==> src/rtl/var_mac_sched.sv <==
// var_mac_sched: serial 9-tap binary-pixel MAC with bias and valid/ready handshakes.
// One weight per cycle is accumulated into a 24-bit accumulator, then the bias is
// added and the 20-bit result is held in DONE until the consumer takes it.
// Optional macro VAR_MAC_SAT_EN: clamp the result to 20-bit signed range instead
// of wrapping to the low 20 bits.
module var_mac_sched (
  input  logic        clk,
  input  logic        rst,
  input  logic        w_we,
  input  logic [3:0]  w_addr,
  input  logic [19:0] w_data,
  output logic        w_err,
  input  logic        in_valid,
  output logic        in_ready,
  input  logic [8:0]  in_px,
  output logic        out_valid,
  input  logic        out_ready,
  output logic [19:0] out_v,
  output logic        busy
);

  localparam int unsigned NPIX = 9;
  localparam int unsigned DW   = 20;
  localparam int unsigned AW   = 24;

  localparam logic [1:0] S_IDLE = 2'd0;
  localparam logic [1:0] S_ACC  = 2'd1;
  localparam logic [1:0] S_BIAS = 2'd2;
  localparam logic [1:0] S_DONE = 2'd3;

  localparam logic [3:0] LAST_K   = 4'd8;
  localparam logic [3:0] BIAS_ADR = 4'd9;

  logic [1:0]           state;
  logic [1:0]           state_nxt;
  logic [3:0]           k;
  logic [NPIX-1:0]      px;
  logic signed [AW-1:0] acc;
  logic signed [DW-1:0] wv [NPIX];
  logic signed [DW-1:0] bias;

  logic                 accept_c;
  logic                 wr_ok_c;
  logic                 wr_bad_c;
  logic signed [DW-1:0] wsel_c;
  logic                 xsel_c;
  logic signed [AW-1:0] acc_add_c;
  logic signed [AW-1:0] acc_bias_c;
  logic [DW-1:0]        res_c;

  // Handshake and write qualification; coefficients only change while idle
  always_comb begin
    accept_c = (state == S_IDLE) && in_valid;
    wr_ok_c  = w_we && (state == S_IDLE) && (w_addr <= BIAS_ADR);
    wr_bad_c = w_we && !wr_ok_c;
  end

  // Select weight and pixel for the current tap index
  always_comb begin
    wsel_c = '0;
    xsel_c = 1'b0;
    for (int i = 0; i < int'(NPIX); i++) begin
      if (k == 4'(i)) begin
        wsel_c = wv[i];
        xsel_c = px[i];
      end
    end
  end

  // Accumulator update terms (sign-extended 20 -> 24 bits)
  always_comb begin
    acc_add_c  = acc + (xsel_c ? {{(AW-DW){wsel_c[DW-1]}}, wsel_c} : '0);
    acc_bias_c = acc + {{(AW-DW){bias[DW-1]}}, bias};
  end

  // Output conversion from the 24-bit sum to the 20-bit result
  always_comb begin
`ifdef VAR_MAC_SAT_EN
    if (acc_bias_c > 24'sd524287)
      res_c = 20'h7FFFF;
    else if (acc_bias_c < -24'sd524288)
      res_c = 20'h80000;
    else
      res_c = acc_bias_c[DW-1:0];
`else
    res_c = acc_bias_c[DW-1:0];
`endif
  end

  // State register
  always_ff @(posedge clk) begin
    if (rst) state <= S_IDLE;
    else     state <= state_nxt;
  end

  // Next-state logic
  always_comb begin
    state_nxt = state;
    case (state)
      S_IDLE:  if (accept_c)      state_nxt = S_ACC;
      S_ACC:   if (k == LAST_K)   state_nxt = S_BIAS;
      S_BIAS:                     state_nxt = S_DONE;
      S_DONE:  if (out_ready)     state_nxt = S_IDLE;
      default:                    state_nxt = S_IDLE;
    endcase
  end

  // Registered status outputs track the upcoming state
  always_ff @(posedge clk) begin
    if (rst) begin
      in_ready  <= 1'b1;
      busy      <= 1'b0;
      out_valid <= 1'b0;
      w_err     <= 1'b0;
    end else begin
      in_ready  <= (state_nxt == S_IDLE);
      busy      <= (state_nxt != S_IDLE);
      out_valid <= (state_nxt == S_DONE);
      w_err     <= wr_bad_c;
    end
  end

  // Coefficient register file
  always_ff @(posedge clk) begin
    if (rst) begin
      for (int i = 0; i < int'(NPIX); i++) wv[i] <= '0;
      bias <= '0;
    end else if (wr_ok_c) begin
      for (int i = 0; i < int'(NPIX); i++) begin
        if (w_addr == 4'(i)) wv[i] <= w_data;
      end
      if (w_addr == BIAS_ADR) bias <= w_data;
    end
  end

  // Datapath: latch pixels, accumulate taps, add bias, capture result
  always_ff @(posedge clk) begin
    if (rst) begin
      acc   <= '0;
      k     <= '0;
      px    <= '0;
      out_v <= '0;
    end else begin
      case (state)
        S_IDLE: begin
          if (accept_c) begin
            acc <= '0;
            k   <= '0;
            px  <= in_px;
          end
        end
        S_ACC: begin
          acc <= acc_add_c;
          k   <= k + 4'd1;
        end
        S_BIAS: begin
          acc   <= acc_bias_c;
          out_v <= res_c;
        end
        default: ;
      endcase
    end
  end

endmodule

==> config.mk <==
export PLATFORM = sky130hd
export DESIGN_NAME = var_mac_sched
export DESIGN_NICKNAME = d
export VERILOG_FILES = /design/src/rtl/var_mac_sched.sv
export SDC_FILE = /design/constraint.sdc
export NUM_CORES = 1
export LEC_CHECK = 0
export ABC_AREA = 1
export CORE_MARGIN = 2
export CORE_UTILIZATION = 25
export DETAILED_ROUTE_END_ITERATION = 6
export GPL_TIMING_DRIVEN = 1
export HOLD_SLACK_MARGIN = 0.06
export PLACE_DENSITY = 0.52
export SYNTH_ARGS = -nofsm -noshare
export SYNTH_HDL_FRONTEND = slang
export SYNTH_SLANG_ARGS = --single-unit
==> constraint.sdc <==
create_clock -name clk -period 7.7 [get_ports clk]
set_input_delay 1.54 -clock clk [delete_from_list [all_inputs] [get_ports clk]]
set_output_delay 1.54 -clock clk [all_outputs]
set_load 0.01 [all_outputs]
==> flow_metrics.py <==
metrics = {
    "run_status": {
        "outcome": "completed",
    },
    "worst_setup_path": {
        "cp.required_ns": 8.13,
        "critPathLaunchType": "flip-flop",
        "path_cells": "inv_1 > ha_1 > inv_1 > nor2_2 > inv_1 > nand2_1 > nand2_1 > nand2_1 > a21oi_2 > o21ai_0 > a31oi_1 > ha_1 > inv_1 > fa_1 > inv_1 > a21oi_1 > o21ai_0 > nand3_1 > nand2_1 > a21oi_1 > o21ai_0 > nand2_1 > nand2_1 > a21oi_1",
        "cp_common_cell": "nand2_1",
        "path_buf_inv": 5,
        "cpPeakStageDelay_ns": 0.75,
        "crit_path_end_kind": "flip-flop",
        "crit_fanout": 23,
        "worstSetupPathType": "reg -> reg",
        "slowest_stage": "a21oi_2",
        "crit_arrival_ns": 5.67,
        "critPathTopFamily": "compound AO/OA/AOI/OAI gates",
    },
    "grt": {
        "grt_pass1_wl_um": 53180,
        "busiest_layer": "met2",
        "grt_use_met1_pct": 18.70,
        "use_met2_pct": 22.67,
        "use_met3_pct": 2.025,
        "grt_pass1_vias": 9011,
        "gr-usage-all-layers_pct": 13.59,
        "grt_max_degree": 50,
        "grt_overflow_total": 0,
        "antenna_found_initial": 0,
    },
    "route": {
        "antenna_left": 0,
        "vias_per_cell": 4.685,
        "drc": 0,
        "drt_iter0_markers": 675,
        "drt_wl_total_um": 34130,
        "vias": 9309,
        "wire_per_inst_um": 17.18,
        "drt-pass1-iter-count": 5,
    },
    "placement": {
        "numPortBuffers": 61,
        "gp_congestion": 0.8854,
        "place_ws_ns": 2.504,
        "dp.final_hpwl_um": 23920,
        "dp.cells": 1931,
    },
    "clocking": {
        "cts_sinks": 259,
        "path_clk_slew_ns": 0.06,
        "numCtsBuffers": 30,
        "cts_tree": "done",
        "cts_resized": 0,
        "cts_hold_buf": 0,
        "h-tree-depth": 1,
        "post-cts-setup-buffer-count": 0,
        "clockBufferDepth": 3,
        "clock_latency_ns": 0.58,
        "cts_root_buffer": "clkbuf_16",
    },
    "layout": {
        "nNetsFinal": 1434,
        "area_growth_pct": 18.54,
        "mostFrequentLayoutCells": "nand2_1, edfxtp_1, a21oi_1",
        "final_common_cell": "nand2_1",
        "instances_no_fill": 1987,
        "antennaDiodeCount": 0,
        "final_layout_size_suffix_gt1_share_pct": 6.633,
    },
    "floorplanning": {
        "initial_core_util_pct": 25.39,
        "dieArea_um2": 50370,
        "placementRows": 80,
        "dieWidth_um": 224.4,
        "die_h_um": 224.4,
        "ioPinCount": 62,
        "core_um2": 47850,
    },
    "pwr": {
        "power_uw": 3260,
        "leakagePower_uw": 0.005484,
        "powerDensity_nw_per_um2": 226.4,
        "ir_drop_mv": 0.1311,
    },
    "sta": {
        "tightest_slew_ns": 1.259,
        "setup_viol": 0,
        "fin_crit_ns": 5.232,
        "holdWs_ns": 0.4638,
        "fmax_mhz": 191.1,
        "max-slew-margin-rel_pct": 16.06,
        "post-route-period-util_pct": 67.95,
        "rsz0062_at_grt": "false",
        "finalMaxSlewViolations": 0,
        "setup_tns_ns": 0,
        "hold_violations": 0,
        "worst_clock_skew_ns": 0.01719,
        "worst_slack_ns": 2.468,
    },
    "logic_synthesis": {
        "ys_seq_area_share_pct": 57.51,
        "yosys-top-cells-area": "edfxtp_1, dfxtp_1, nand2_1, a21oi_1, o21ai_0",
        "syn_inst": 1298,
        "netlist_area_um2": 12150,
        "synth_top_area_cell": "edfxtp_1",
        "syn-num-nets": 1384,
        "yosysUniqueCellTypes": 46,
        "syn_area_per_cell_um2": 9.359,
        "synth_warnings": 0,
        "synth_top_area_share_pct": 44.49,
        "ys_seq_elements": 259,
    },
    "worst_hold_path": {
        "hold_class": "reg -> reg",
    },
    "run": {
        "timing.max_cap.violations": 0,
    },
}
==> worst min-delay path, stage by stage (launching register included) <==
cell,delay [ns]
dfxtp_1,0.31
nand2_1,0.06
a21oi_1,0.05
==> Yosys cell counts (all sizes together) <==
| master | instances |
|---|---|
| nand2 | 280 |
| edfxtp | 180 |
| a21oi | 155 |
| nor2 | 127 |
| o21ai | 127 |
| inv | 89 |
| dfxtp | 79 |
| nand3 | 50 |
| ha | 46 |
| clkbuf | 39 |
| o211ai | 20 |
| a31oi | 19 |
| buf | 18 |
| o311ai | 16 |
| nor3 | 13 |
| or2 | 6 |
| nand4 | 5 |
| xor2 | 5 |
| and2 | 3 |
| o31ai | 3 |
| a211oi | 2 |
| clkinv | 2 |
| fa | 2 |
| o22ai | 2 |
| a22oi | 1 |
| a311oi | 1 |
| a31o | 1 |
| and3 | 1 |
| mux2i | 1 |
| nand3b | 1 |
| nor4 | 1 |
| o2111ai | 1 |
| o21bai | 1 |
| xnor2 | 1 |
==> per-stage QoR <==
step                area, µm²  util [%]
finish                  14400     30.10
global route            14400     30.10
CTS                     14400     30.10
detailed placement      13430     28.06
global placement        13430     28.06
floorplan               12150         -
==> worst paths after layout <==
kind / slack [ns] / from / end / cells after the start
max: 2.47 / k[1] / acc[16] / 24
min: 0.46 / out_v[7] / out_v[7] / 2
max reg2reg: 2.47 / k[1] / acc[16] / 24
min reg2reg: 0.46 / out_v[7] / out_v[7] / 2
==> cell families (layout without fill, tap and decap cells) <==
group | count (synthesis) | count (layout) | share of synthesized area [%]
xor gates and xnor gates | 6 | 6 | 0.4326
AOI/OAI and AO/OA | 349 | 349 | 15.77
and+or+nand+nor | 487 | 487 | 16.31
muxes | 1 | 1 | 0.08240
adders and majority gates | 48 | 48 | 5.067
buffers and inverters | 148 | 222 | 4.820
DFF | 259 | 259 | 57.51
==> layer usage <==
| layer | routed length (µm) | vias up |
|---|---|---|
| met1 | 16240 | 4449 |
| met3 | 1267 | 43 |
| met4 | 583 | 0 |
| met5 | 0 | - |
| met2 | 16040 | 180 |
| li1 | - | 4637 |
==> registers in the layout (all words and copies together) (netlist names) <==
| register | flops |
|---|---|
| out_v | 20 |
| w_err | 1 |
| wv | 180 |
| busy | 1 |
| in_ready | 1 |
| out_valid | 1 |
| state | 2 |
| bias | 20 |
| acc | 20 |
| k | 4 |
| px | 9 |
==> power breakdown <==
group | internal, µW | switching (µW) | total (µW) | leakage, µW
clock network | 795 | 592 | 1390 | 0.000464
logic | 98.6 | 204 | 302 | 0.00253
registers | 1550 | 20.1 | 1570 | 0.00249
==> layout make-up <==
class | instances | area, µm²
Fill cell | 5034 | 33450
Sequential cell | 259 | 6987
Multi-Input combinational cell | 891 | 4617
Clock buffer | 34 | 775.7
Tap cell | 615 | 769.5
Timing Repair Buffer | 75 | 710.7
Inverter | 91 | 341.6
Clock inverter | 22 | 198.9
(Power assumes the default switching activity.)
